===== config.mk =====
export PLATFORM = sky130hd
export DESIGN_NAME = switch_conditioner
export DESIGN_NICKNAME = d
export VERILOG_FILES = /design/src/rtl/lab2_pkg.sv /design/src/rtl/switch_conditioner_debounce_bank.sv /design/src/rtl/switch_conditioner.sv
export SDC_FILE = /design/constraint.sdc
export NUM_CORES = 1
export LEC_CHECK = 0
export ABC_CLOCK_PERIOD_IN_PS = 4960
export CAP_MARGIN = 20
export CORE_MARGIN = 1
export CORE_UTILIZATION = 45
export CTS_CLUSTER_SIZE = 12
export DETAILED_ROUTE_END_ITERATION = 12
export GPL_ROUTABILITY_DRIVEN = 0
export GPL_TIMING_DRIVEN = 0
export MAX_ROUTING_LAYER = met4
export PLACE_DENSITY_LB_ADDON = 0.05
export SLEW_MARGIN = 0
export SYNTH_ARGS = -nofsm -noshare
export SYNTH_HDL_FRONTEND = slang
export SYNTH_HIERARCHICAL = 1
export SYNTH_SLANG_ARGS = --single-unit

===== constraint.sdc =====
create_clock -name clk -period 4.96 [get_ports clk]
set_clock_uncertainty 0.1 [all_clocks]
set_input_delay 0.992 -clock clk [delete_from_list [all_inputs] [get_ports clk]]
set_output_delay 0.992 -clock clk [all_outputs]
set_load 0.005 [all_outputs]

===== src/rtl/lab2_pkg.sv =====
// Shared constants for the dual-digit display path, plus the per-cycle
// decision helper used by each debounced switch bank.
package lab2_pkg;

  localparam int DIGIT_W                 = 4;
  localparam int DEFAULT_DEBOUNCE_CYCLES = 480000;
  localparam int DEFAULT_SYNC_STAGES     = 2;

  typedef enum logic [1:0] {
    DB_IDLE    = 2'd0,
    DB_RESTART = 2'd1,
    DB_COUNT   = 2'd2,
    DB_ACCEPT  = 2'd3
  } db_action_e;

  // Decide what a bank does this cycle from three comparisons on the synchronised sample.
  function automatic db_action_e db_classify(
    input logic q_eq_out,
    input logic q_eq_cand,
    input logic run_done
  );
    db_action_e action;
    if (q_eq_out) begin
      action = DB_IDLE;
    end else if (run_done) begin
      action = DB_ACCEPT;
    end else if (!q_eq_cand) begin
      action = DB_RESTART;
    end else begin
      action = DB_COUNT;
    end
    return action;
  endfunction

endpackage


===== src/rtl/switch_conditioner_debounce_bank.sv =====
// One WIDTH-bit switch bank: input synchroniser followed by whole-nibble
// debounce (candidate, run counter, registered output and change strobe).
module debounce_bank
  import lab2_pkg::*;
#(
  parameter int WIDTH           = DIGIT_W,
  parameter int SYNC_STAGES     = DEFAULT_SYNC_STAGES,
  parameter int DEBOUNCE_CYCLES = DEFAULT_DEBOUNCE_CYCLES
) (
  input  logic             clk,
  input  logic             reset,
  input  logic [WIDTH-1:0] i_raw,
  output logic [WIDTH-1:0] o_value,
  output logic             o_changed,
  output logic             o_idle
);

  localparam int CNT_W = $clog2(DEBOUNCE_CYCLES + 1);
  // The cand/cnt/out registers capture the synchroniser output directly and
  // serve as its final stage, so only SYNC_STAGES-1 dedicated flops are needed.
  localparam int CHAIN = (SYNC_STAGES > 1) ? SYNC_STAGES - 1 : 1;

  localparam logic [CNT_W-1:0] CNT_ZERO = {CNT_W{1'b0}};
  localparam logic [CNT_W-1:0] CNT_ONE  = CNT_W'(1);
  localparam logic [CNT_W-1:0] CNT_LAST = CNT_W'(DEBOUNCE_CYCLES);

  logic [WIDTH-1:0] r_sync [CHAIN];
  logic [WIDTH-1:0] r_cand;
  logic [WIDTH-1:0] r_value;
  logic [CNT_W-1:0] r_cnt;
  logic             r_changed;

  logic [WIDTH-1:0] w_q;
  logic [CNT_W-1:0] w_run_len;
  db_action_e       w_action;

  assign w_q = r_sync[CHAIN-1];

  // Length of the current run of identical samples, and the resulting action.
  always_comb begin
    w_run_len = CNT_ONE;
    if (w_q == r_cand) begin
      w_run_len = r_cnt + CNT_ONE;
    end else begin
      w_run_len = CNT_ONE;
    end
    w_action = db_classify(w_q == r_value, w_q == r_cand, w_run_len == CNT_LAST);
  end

  // Synchroniser shift plus debounce state update.
  always_ff @(posedge clk) begin
    if (reset) begin
      for (int i = 0; i < CHAIN; i++) begin
        r_sync[i] <= {WIDTH{1'b0}};
      end
      r_cand    <= {WIDTH{1'b0}};
      r_value   <= {WIDTH{1'b0}};
      r_cnt     <= CNT_ZERO;
      r_changed <= 1'b0;
    end else begin
      r_sync[0] <= i_raw;
      for (int i = 1; i < CHAIN; i++) begin
        r_sync[i] <= r_sync[i-1];
      end
      r_changed <= 1'b0;
      case (w_action)
        DB_IDLE: begin
          r_cnt  <= CNT_ZERO;
          r_cand <= r_value;
        end
        DB_RESTART: begin
          r_cand <= w_q;
          r_cnt  <= CNT_ONE;
        end
        DB_COUNT: begin
          r_cnt <= w_run_len;
        end
        DB_ACCEPT: begin
          r_value   <= w_q;
          r_cand    <= w_q;
          r_cnt     <= CNT_ZERO;
          r_changed <= 1'b1;
        end
        default: begin
          r_cnt  <= CNT_ZERO;
          r_cand <= r_value;
        end
      endcase
    end
  end

  assign o_value   = r_value;
  assign o_changed = r_changed;
  assign o_idle    = (r_cnt == CNT_ZERO);

endmodule


===== src/rtl/switch_conditioner.sv =====
// Front end for the dual-digit display: two independent debounced switch
// banks plus a registered flag showing that neither bank has a change pending.
module switch_conditioner
  import lab2_pkg::*;
#(
  parameter int WIDTH           = DIGIT_W,
  parameter int SYNC_STAGES     = DEFAULT_SYNC_STAGES,
  parameter int DEBOUNCE_CYCLES = DEFAULT_DEBOUNCE_CYCLES
) (
  input  logic             clk,
  input  logic             reset,
  input  logic [WIDTH-1:0] s1_raw,
  input  logic [WIDTH-1:0] s2_raw,
  output logic [WIDTH-1:0] s1,
  output logic [WIDTH-1:0] s2,
  output logic             s1_changed,
  output logic             s2_changed,
  output logic             settled
);

  logic w_idle1;
  logic w_idle2;
  logic r_settled;

  debounce_bank #(
    .WIDTH          (WIDTH),
    .SYNC_STAGES    (SYNC_STAGES),
    .DEBOUNCE_CYCLES(DEBOUNCE_CYCLES)
  ) u_bank1 (
    .clk      (clk),
    .reset    (reset),
    .i_raw    (s1_raw),
    .o_value  (s1),
    .o_changed(s1_changed),
    .o_idle   (w_idle1)
  );

  debounce_bank #(
    .WIDTH          (WIDTH),
    .SYNC_STAGES    (SYNC_STAGES),
    .DEBOUNCE_CYCLES(DEBOUNCE_CYCLES)
  ) u_bank2 (
    .clk      (clk),
    .reset    (reset),
    .i_raw    (s2_raw),
    .o_value  (s2),
    .o_changed(s2_changed),
    .o_idle   (w_idle2)
  );

  // Settled flag follows both counters being idle, one cycle later.
  always_ff @(posedge clk) begin
    if (reset) begin
      r_settled <= 1'b1;
    end else begin
      r_settled <= w_idle1 && w_idle2;
    end
  end

  assign settled = r_settled;

endmodule


Yosys cells after proc, flatten, opt, wreduce, memory -nomap -nowiden

Memories as Yosys holds them, arrays and structs flattened.
Cells that the tools add are included.

RAM bits: 8
Bits in registers: 57
Memories kept: 2
Output and inout port bits: 11
Input port bits: 10

Memory list:

| memory         | depth | width | rd ports | clocked after Yosys merged registers in | write ports | line                                   | text |
|---|---|---|---|---|---|---|---|
| u_bank1.r_sync | 1     | 4     | 1        | 0                                       | 1           | switch_conditioner_debounce_bank.sv:27 | `logic [WIDTH-1:0] r_sync [CHAIN];` |
| u_bank2.r_sync | 1     | 4     | 1        | 0                                       | 1           | switch_conditioner_debounce_bank.sv:27 |  |

Muxes and demuxes: 21
Add/subtract/negate cells: 2
Reduce and logical (&&, ||, !) cells: 13
Equality and inequality tests: 12

Operators by type and width:

| operator                                                         | count |
|---|---|
| 19-bit one-hot mux with 3 select lines                           | 2 |
| 19-bit by 1-bit adder with 19-bit output (second input constant) | 2 |
| 19-bit == test (second input constant)                           | 2 |
| 19-bit logical NOT                                               | 2 |
| 19-bit 2-to-1 mux                                                | 2 |
| 4-bit == test                                                    | 4 |
| 4-bit one-hot mux with 2 select lines                            | 2 |
| 2-bit 2-to-1 mux                                                 | 6 |
| 2-bit == test (second input constant)                            | 4 |
| 4-bit 2-to-1 mux                                                 | 2 |
| 2-bit OR reduction                                               | 4 |
| 4-bit OR reduction                                               | 2 |
| 1-bit 2-to-1 mux                                                 | 7 |
| 2-bit by 1-bit == test with 1-bit output (second input constant) | 2 |
| 2-bit logical NOT                                                | 2 |
| 2-bit nonzero test                                               | 2 |
| 1-bit logical AND                                                | 1 |

Longest topological paths before layout

Word-level depth: 8
Gate-level depth with buffers: 11

By module

Netlist, hierarchy kept.

Modules (own cells, without submodules):

| module             | instances | cells an instance | area an instance (um^2) |
|---|---|---|---|
| debounce_bank      | 2         | 207               | 1980.6 |
| switch_conditioner | 1         | 2                 | 27.5 |

Least setup slack after synthesis

Ideal clock, no wire load.

Kind: flip-flop to flip-flop
Start: register u_bank1.r_cnt[0]
End: register u_bank1.r_cnt[10]
Arrival: 2.483 ns
Library setup time: 0.128 ns
Required time: 4.732 ns
Stages on the path, launching flop included: 11
Setup slack: 2.250 ns
Buffers on the path: 1
Cell sequence: dfxtp_1 ha_1 and4_1 mux2i_1 o32a_2 a211oi_2 a31oi_4 ha_1 nand3b_1 clkbuf_1 nor2_1

Word-level cells in the longest chain between the ends: 8
Elaborated cells on any way between the ends: 11
Classes of those cells: add/sub: 1; eq/ne: 4; mux: 4; reduce/logical: 2

Ends and longest elaborated chain:

| what                                                      | line                                   | text |
|---|---|---|
| from (decl)                                               | switch_conditioner_debounce_bank.sv:30 | `logic [CNT_W-1:0] r_cnt;` |
| from (signal assigned)                                    | switch_conditioner_debounce_bank.sv:76 | `r_cnt <= w_run_len;` |
| 19-bit by 1-bit adder with 19-bit output (*)              | switch_conditioner_debounce_bank.sv:43 | `w_run_len = r_cnt + CNT_ONE;` |
| 19-bit 2-to-1 mux (*)                                     | switch_conditioner_debounce_bank.sv:42 | `if (w_q == r_cand) begin` |
| 19-bit == test                                            | switch_conditioner_debounce_bank.sv:47 | `w_action = db_classify(w_q == r_value, w_q == r_cand, w_run_len == CNT_LAST);` |
| 2-bit 2-to-1 mux                                          | lab2_pkg.sv:25                         | `end else if (run_done) begin` |
| 2-bit 2-to-1 mux                                          | lab2_pkg.sv:23                         | `if (q_eq_out) begin` |
| 2-bit == test / 2-bit logical NOT (equally long branches) | switch_conditioner_debounce_bank.sv:66 | `case (w_action)` |
| 2-bit OR reduction (no source line)                       | -                                      |  |
| 19-bit one-hot mux with 3 select lines (*)                | switch_conditioner_debounce_bank.sv:66 |  |

Every way passes the cells marked *; elsewhere a longest branch is shown, timed or not.
A chain may end at the register's enable or synchronous reset.

Worst setup path in the final report

Start: register u_bank2.r_cnt[0]
End: register u_bank2.r_cnt[10]

Word-level cells in the longest chain between the ends: 8
Elaborated cells on any way between the ends: 11
Classes of those cells: add/sub: 1; eq/ne: 4; mux: 4; reduce/logical: 2

Ends and longest elaborated chain:

| what                                                      | line |
|---|---|
| from (decl)                                               | switch_conditioner_debounce_bank.sv:30 |
| from (signal assigned)                                    | switch_conditioner_debounce_bank.sv:76 |
| 19-bit by 1-bit adder with 19-bit output (*)              | switch_conditioner_debounce_bank.sv:43 |
| 19-bit 2-to-1 mux (*)                                     | switch_conditioner_debounce_bank.sv:42 |
| 19-bit == test                                            | switch_conditioner_debounce_bank.sv:47 |
| 2-bit 2-to-1 mux                                          | lab2_pkg.sv:25 |
| 2-bit 2-to-1 mux                                          | lab2_pkg.sv:23 |
| 2-bit == test / 2-bit logical NOT (equally long branches) | switch_conditioner_debounce_bank.sv:66 |
| 2-bit OR reduction (no source line)                       | - |
| 19-bit one-hot mux with 3 select lines (*)                | switch_conditioner_debounce_bank.sv:66 |

Marked as above.

==> out/metrics.csv <==
metric,value,unit
status,finished clean,
die_h,96.2,um
ctsLongestPathBuffers,2,
cts-root-buf,clkbuf_8,
utilization,54.1,%
synth_top_family_by_area,simple AND/OR/NAND/NOR gates,
io_pins,21,
grt_use_met2,27.8,%
yosysWarnings,6,
synth_edf_count,0,
rsz0062_at_grt,no,
grt_max_degree,14,
path_delay_family,compound AO/OA/AOI/OAI gates,
drtPass1Iterations,4,
hp-class,reg2reg,
syn_avg_cell_area,9.59,um2
grt-ovfl-total,0,
flow.area_growth_from_synthesis,13.6,%
design_area,0.00453,mm2
wl_per_cell,13.9,um
synth_seq_area_share,32.6,%
groute.usage.overall,18.3,%
via_per_inst,5.19,
synth_mux_area_share,2.51,%
grt_pass1_wl,12700,um
die_x,96.2,um
synth_compound_area_share,11.4,%
synthCells,416,
synth_nets,436,
drt_iter0_drc,106,
yosys.area_share.adder,3.14,%
power_leakage,1.62,nW
drive_gt1_share,20.1,%
clock_sinks,65,
maxSlewViolCount,0,
crit_buf_inv,1,
layout_commonest_cell,dfxtp_1,
synth_largest_area_cell,dfxtp_1,
synth_cell_types,48,
antenna_cells,0,
max_cap_viol_count,0,
cp.arrival,3.53,ns
cts_buffers,9,
drc_errors,0,
setup_viol,0,
critPathMaxStageDelay,0.50,ns
initial_core_util,47.6,%
busiest_layer,met2,
dieArea,0.00924,mm2
cp.required,5.07,ns
htree_levels,3,
synthSimpleGateAreaFrac,30.4,%
critPathLaunchType,flop,
ant_nets,0,
synth_top_area_share,32.6,%
syn-cell-area,0.00399,mm2
cp_max_fo,10,
use_met1,24.5,%
tritoncts,yes,
io_buffers,20,
grt.met3_usage,2.84,%
wl,7750,um
synth_area_leaders,"dfxtp_1 33%, xor2_1 6.6%, xnor2_1 5.3%",
tns,0,ns
hold_viol_final,0,
num_vias,2892,
crit_top_cell,ha_1,
min_period,3.43,ns
crit_type,reg2reg,
max_freq,0.292,GHz
finalNetCount,467,
maxSlewHeadroom,54.9,%
vdd.ir_drop.worst,0.171,mV
end_kind,flop,
clkLatencyLatePin,0.34,ns
finalPower,1.31,mW
cts_post_setup_buffers_inserted,0,
synth-main-ff-cell,dfxtp_1,
antenna_found_initial,0,
synth-async-reset-ratio,0,%
synthXorXnorAreaFrac,11.9,%
cts_resized,0,
period_share,69.1,%
mostFrequentLayoutCells,"65 x dfxtp_1, 52 x nor2_1, 30 x xor2_1, 24 x xnor2_1, 20 x clkdlybuf4s50_1",
clkTransAtPathRegs,0.08,ns
rrSetupSlack,1.53,ns
place_area,0.00432,mm2
fp-row-count,33,
first_global_vias,2643,
worst_pin_slew,0.671,ns
critPathSlowestCell,dfxtp_1,
power_per_cell_area,290,mW/mm2
core,0.00838,mm2
crit_chain,ha_1 > and4_1 > mux2i_1 > o32a_2 > a211oi_2 > a31oi_4 > ha_1 > nand3b_1 > clkbuf_1 > nor2_1,
dp_hpwl,5510,um
postCtsHoldBufs,0,
ys_ff_latch,65,
## sequential cells by signal (all words and copies together) (netlist names)
name	cells
u_bank2/o_value	4
u_bank1/r_cnt	19
u_bank2/r_sync	4
u_bank2/r_cand	4
u_bank1/r_cand	4
u_bank2/o_changed	1
u_bank1/o_changed	1
u_bank1/o_value	4
u_bank1/r_sync	4
settled	1
u_bank2/r_cnt	19
## cell type report
class | instances | area (um2)
Sequential cell | 65 | 1300
Timing Repair Buffer | 20 | 200
Clock buffer | 10 | 128
Fill cell | 800 | 3850
Multi-Input combinational cell | 305 | 2360
Inverter | 16 | 60.1
Buffer | 30 | 265
Tap cell | 105 | 131
Clock inverter | 6 | 82.6
## where the power goes
part	internal [mW]	switching (mW)	total (mW)
Sequential	0.550	0.0326	0.582
Clock	0.281	0.211	0.492
Combinational	0.119	0.119	0.238
Total	0.949	0.363	1.31
## through the flow
| stage | setup WS, ns | std cells | hold slack [ns] |
|---|---|---|---|
| after global placement | 1.59 | 541 | 0.358 |
| after global routing | 1.30 | 557 | 0.397 |
| after CTS | 1.52 | 557 | 0.378 |
| final | 1.53 | 557 | 0.377 |
| after detailed placement | 1.55 | 541 | 0.370 |
| after floorplan | 2.25 | 416 | 0.353 |
## worst register-to-register path, delay by kind of cell (launching register included)
family                   cells  cell delay [ns]
AO/OA/AOI/OAI                3             0.91
adder cells (fa/ha/maj)      2             0.62
buffers and inverters        1             0.44
flip-flops                   1             0.50
multiplexers                 1             0.09
AND/OR/NAND/NOR              3             0.63
## cells by family after synthesis
logic type                 after synthesis
buffers and inverters                   46
adders and majority gates               10
muxes                                   10
and+or+nand+nor                        180
AOI/OAI and AO/OA                       51
xor gates and xnor gates                54
DFF                                     65
## metal layers
layer / share of wire, % / vias to the layer above / wire (um)
met5: 0 / - / 0
met4: 1.3 / 0 / 100
li1: - / 1502 / -
met1: 51 / 1344 / 3990
met3: 2.6 / 8 / 200
met2: 45 / 38 / 3460
## path summary, 6_finish.rpt
path	from	endpoint	depth (start not counted)
setup / recovery	u_bank2/r_cnt[0]	u_bank2/r_cnt[10]	10
hold / removal	u_bank2/r_cand[3]	u_bank2/r_cand[3]	2
setup reg to reg	u_bank2/r_cnt[0]	u_bank2/r_cnt[10]	10
hold reg to reg	u_bank2/r_cand[3]	u_bank2/r_cand[3]	2
## cells in the mapped netlist, drive strengths merged, types with 4 or more instances
cell    count
nor2       52
nand4      16
a31oi       6
nand2b     10
dfxtp      65
nand2      18
nor3        4
a21oi      16
a211oi      6
mux2i      10
clkbuf     12
nor2b      16
ha         10
a221oi      8
or3b        6
o21ai       8
or3         8
inv        16
xnor2      24
xor2       30
nand3      18
nor4       16
and4        4
buf        18
Note: power is estimated with default switching activity, not from simulation.
==> RTL change 1 (same settings) <==
Change the package constant `DIGIT_W` from 4 to 6.
--- a/src/rtl/lab2_pkg.sv
+++ b/src/rtl/lab2_pkg.sv
@@ -2,7 +2,7 @@
 // decision helper used by each debounced switch bank.
 package lab2_pkg;
 
-  localparam int DIGIT_W                 = 4;
+  localparam int DIGIT_W                 = 6;
   localparam int DEFAULT_DEBOUNCE_CYCLES = 480000;
   localparam int DEFAULT_SYNC_STAGES     = 2;
 
Interface: changed (resized s1, s1_raw, s2 and s2_raw); port bits go from 21 to 29. The function was not compared with the original's and may differ.
==> RTL change 1 against the unedited design <==
Worst setup slack worse by 610 ps; combinational power is 6% higher; count of clock-buffer cells in the layout grew 2; power is 4.9% higher; sequential cell count increased by 12; non-clock buffer count grew 4; synthesized area grew 0.75%; maximum frequency down 15%; routed wire length up 3.2%; final cell count grew 8.1%; via count rose by 8.4%; cell area rose by 1.8%; critical endpoint is now u_bank2/r_cnt[18]; largest power group unchanged; highest routed layer unchanged.
==> RTL change 1: results <==
<?xml version="1.0" encoding="UTF-8"?>
<metrics>
  <group name="status">
    <metric name="run_status" unit="">complete, no violations</metric>
  </group>
  <group name="setup_path">
    <metric name="rr_endpoint" unit="">u_bank2/r_cnt[18]</metric>
    <metric name="r2r.worst_path.cells" unit="">14</metric>
    <metric name="worst-r2r-setup-slack" unit="ps">930</metric>
    <metric name="cp_slowest_stage_delay" unit="ps">460</metric>
    <metric name="cp_top_family" unit="">buffers and inverters</metric>
    <metric name="worstPathArrival" unit="ps">4150</metric>
  </group>
  <group name="placed_design">
    <metric name="standard_cell_area_after_detailed_placement" unit="sq um">4430</metric>
    <metric name="io_buffers" unit="">28</metric>
    <metric name="dpl.hpwl" unit="um">5640</metric>
  </group>
  <group name="power">
    <metric name="netSwitchingPower" unit="mW">0.384</metric>
    <metric name="vdd_drop_max" unit="V">0.000178</metric>
  </group>
  <group name="timing">
    <metric name="worst_hold_slack" unit="ps">408</metric>
    <metric name="tightestPinTransition" unit="ps">636</metric>
  </group>
  <group name="synth">
    <metric name="syn_area_per_cell" unit="sq um">8.93</metric>
    <metric name="synth-seq-area-share" unit="">0.384</metric>
    <metric name="yosys-top-cells-area" unit="">sky130_fd_sc_hd__dfxtp_1 (38%), sky130_fd_sc_hd__xor2_1 (6.5%), sky130_fd_sc_hd__xnor2_1 (5.7%), sky130_fd_sc_hd__nor2_1 (5.0%), sky130_fd_sc_hd__nand3_1 (3.2%)</metric>
  </group>
  <group name="cells_and_area">
    <metric name="drive_above_1_share" unit="">0.0951</metric>
    <metric name="net_total_in_the_final_layout" unit="">513</metric>
  </group>
  <group name="global_routing">
    <metric name="grt_pass1_vias" unit="">2863</metric>
    <metric name="grt_max_degree" unit="">13</metric>
    <metric name="global_route_total_usage_across_every_layer" unit="">0.194</metric>
  </group>
  <group name="detailed_routing">
    <metric name="via_count" unit="">3135</metric>
    <metric name="drt_iter0_drc" unit="">73</metric>
    <metric name="finalWirelength" unit="um">8000</metric>
  </group>
</metrics>
## RTL change 1: worst max-delay path by stage
stage | start | to | slack (ps) | depth (start not counted)
3_5_place_dp | u_bank2/r_cnt[0] | u_bank2/r_cnt[13] | 900 | 14
6_report | u_bank2/r_cnt[0] | u_bank2/r_cnt[18] | 930 | 14
2_1_floorplan | u_bank1/r_cnt[4] | u_bank1/r_cnt[13] | 1670 | 14
3_3_place_gp | u_bank1/r_cnt[0] | u_bank1/r_cnt[18] | 900 | 14
5_1_grt | u_bank1/r_cnt[0] | u_bank1/r_cnt[2] | 590 | 14
4_1_cts | u_bank2/r_cnt[0] | u_bank2/r_cnt[18] | 870 | 14
## RTL change 1: tightest hold or removal path, stage by stage, from the launching register on
cell and delay (ps):
sky130_fd_sc_hd__dfxtp_1 340, sky130_fd_sc_hd__inv_1 70, sky130_fd_sc_hd__a221oi_2 50
## RTL change 1: layout make-up
class / instances / area (sq um)
buffer: 26 / 148
clock buffer: 12 / 155
clock inverter: 4 / 22.5
fill: 855 / 4070
inverter: 32 / 120
multi-input combinational: 315 / 2210
sequential: 77 / 1540
tap: 108 / 135
timing repair buffer: 28 / 280
## RTL change 1: power by group through the flow
stage / logic [mW] / registers [mW] / clock network (mW)
after floorplan: 0.189 / 0.696 / 0
after detailed placement: 0.255 / 0.702 / 0
after global placement: 0.251 / 0.701 / 0
after CTS: 0.257 / 0.688 / 0.457
final: 0.253 / 0.688 / 0.436
after global routing: 0.281 / 0.694 / 0.480
## RTL change 1: logic make-up (layout without fill, tap and decap cells)
family,count (synthesis),in the layout,share of synthesized area
multiplexers,12,12,0.0299
AND/OR/NAND/NOR,174,174,0.227
AO/OA/AOI/OAI,63,63,0.140
adder cells (fa/ha/maj),10,10,0.0311
buffers and inverters,58,102,0.0666
flip-flops,77,77,0.384
XOR/XNOR,56,56,0.122
## RTL change 1: metal layers
| metal | up-vias | wire (um) | global-route usage |
|---|---|---|---|
| li1 | 1626 | - | - |
| met3 | 7 | 195 | 0.0258 |
| met1 | 1448 | 4140 | 0.261 |
| met4 | 0 | 99 | 0.0882 |
| met2 | 54 | 3570 | 0.287 |
| met5 | - | 0 | - |
## RTL change 1: per-stage QoR
stage | utilization | power [mW] | setup WS, ps
floorplan | - | 0.885 | 1670
global placement | 0.511 | 0.951 | 896
detailed placement | 0.511 | 0.958 | 902
CTS | 0.531 | 1.40 | 873
global route | 0.531 | 1.45 | 592
finish | 0.531 | 1.38 | 925
==> RTL change 2 (same settings) <==
Made on the original files. Reset style: asynchronous (`reset`), changed in 2 clocked blocks.
--- a/src/rtl/switch_conditioner_debounce_bank.sv
+++ b/src/rtl/switch_conditioner_debounce_bank.sv
@@ -48,7 +48,7 @@
   end
 
   // Synchroniser shift plus debounce state update.
-  always_ff @(posedge clk) begin
+  always_ff @(posedge clk or posedge reset) begin
     if (reset) begin
       for (int i = 0; i < CHAIN; i++) begin
         r_sync[i] <= {WIDTH{1'b0}};
--- a/src/rtl/switch_conditioner.sv
+++ b/src/rtl/switch_conditioner.sv
@@ -49,7 +49,7 @@
   );
 
   // Settled flag follows both counters being idle, one cycle later.
-  always_ff @(posedge clk) begin
+  always_ff @(posedge clk or posedge reset) begin
     if (reset) begin
       r_settled <= 1'b1;
     end else begin
Function: differs if reset is asserted again (counterexample within 4 cycles, from zero or initial values and one cycle with reset high); with reset held inactive, the same outputs for 10 cycles.
==> RTL change 2 against the unedited design <==
Power is 24% higher; core utilization rose by 1.3 points; cell area decreased by 3.6%; synthesized area down 5.9%; routed wire length increased by 2.2%; die area down 5.7%; sequential cell count unchanged; first-iteration DRC count decreased by 36%; worst setup slack got worse by 410 ps.
==> RTL change 2: results <==
<?xml version="1.0" encoding="UTF-8"?>
<metrics>
  <group name="synth">
    <metric name="yosysUniqueCellTypes" unit="">39</metric>
    <metric name="synth_top_area_share" unit="">0.427</metric>
    <metric name="ys_async_sr_fraction" unit="">1.00</metric>
    <metric name="yosys-top-cells-area" unit="">sky130_fd_sc_hd__dfrtp_1 (43%), sky130_fd_sc_hd__xnor2_1 (9.3%), sky130_fd_sc_hd__nor2_1 (4.4%), sky130_fd_sc_hd__ha_1 (3.3%), sky130_fd_sc_hd__nand3_1 (2.4%)</metric>
    <metric name="synth-seq-area-share" unit="">0.434</metric>
    <metric name="syn_area_per_cell" unit="sq um">9.96</metric>
  </group>
  <group name="placed_design">
    <metric name="standard_cell_area_after_detailed_placement" unit="sq um">4140</metric>
    <metric name="dp.cells" unit="">501</metric>
    <metric name="dpl.hpwl" unit="um">5740</metric>
  </group>
  <group name="power">
    <metric name="power-per-cell-area" unit="nW/um^2">372</metric>
    <metric name="leakagePower" unit="nW">1.72</metric>
    <metric name="switching_share" unit="">0.290</metric>
    <metric name="seq-power" unit="mW">0.706</metric>
    <metric name="vdd_drop_max" unit="V">0.000235</metric>
    <metric name="power.clock.total" unit="mW">0.524</metric>
  </group>
  <group name="setup_path">
    <metric name="worst-r2r-setup-slack" unit="ps">1130</metric>
    <metric name="cp_top_family" unit="">simple AND/OR/NAND/NOR gates</metric>
    <metric name="critical_path.startpoint" unit="">u_bank2/r_cnt[0]</metric>
    <metric name="worstPathArrival" unit="ps">3940</metric>
    <metric name="cp-endpoint" unit="">u_bank2/r_cnt[2]</metric>
    <metric name="worst_path_max_delay_cell" unit="">sky130_fd_sc_hd__or4_4</metric>
  </group>
  <group name="detailed_routing">
    <metric name="route.detailed.wl_per_inst" unit="um">15.3</metric>
    <metric name="via_count" unit="">2856</metric>
    <metric name="drt_iter0_drc" unit="">68</metric>
  </group>
  <group name="status">
    <metric name="run_status" unit="">complete, no violations</metric>
  </group>
  <group name="cells_and_area">
    <metric name="fin_cells" unit="">517</metric>
    <metric name="drive_above_1_share" unit="">0.140</metric>
    <metric name="net_total_in_the_final_layout" unit="">430</metric>
  </group>
  <group name="hold_path">
    <metric name="min_delay_worst_endpoint" unit="">u_bank1/r_cnt[16]</metric>
    <metric name="hold_path_startpoint" unit="">u_bank1/r_cnt[16]</metric>
  </group>
  <group name="timing">
    <metric name="achievable-frequency" unit="MHz">261</metric>
    <metric name="worst_hold_slack" unit="ps">505</metric>
    <metric name="tightestPinTransition" unit="ps">727</metric>
  </group>
  <group name="global_routing">
    <metric name="grt_max_degree" unit="">20</metric>
    <metric name="global_route_total_usage_across_every_layer" unit="">0.210</metric>
  </group>
</metrics>
-- RTL change 2: layer usage --
metal / vias to the layer above / GRT usage / wire, um
met5: - / - / 0
met4: 0 / 0.0910 / 169
li1: 1414 / - / -
met3: 12 / 0.0309 / 156
met2: 40 / 0.345 / 3780
met1: 1390 / 0.258 / 3820
-- RTL change 2: area by class of cell --
cell class | instances | area [sq um]
timing repair buffer | 22 | 255
sequential | 65 | 1630
inverter | 17 | 63.8
buffer | 14 | 62.6
clock buffer | 12 | 155
clock inverter | 4 | 75.1
fill | 719 | 3520
tap | 102 | 128
multi-input combinational | 281 | 2000
-- RTL change 2: logic make-up (layout without fill, tap and decap cells) --
family,Yosys count,in the layout,share of synthesized area
AO/OA/AOI/OAI,48,48,0.104
buffers and inverters,31,69,0.0337
XOR/XNOR,50,50,0.117
multiplexers,8,8,0.0240
adder cells (fa/ha/maj),10,10,0.0333
flip-flops,65,65,0.434
AND/OR/NAND/NOR,165,165,0.255
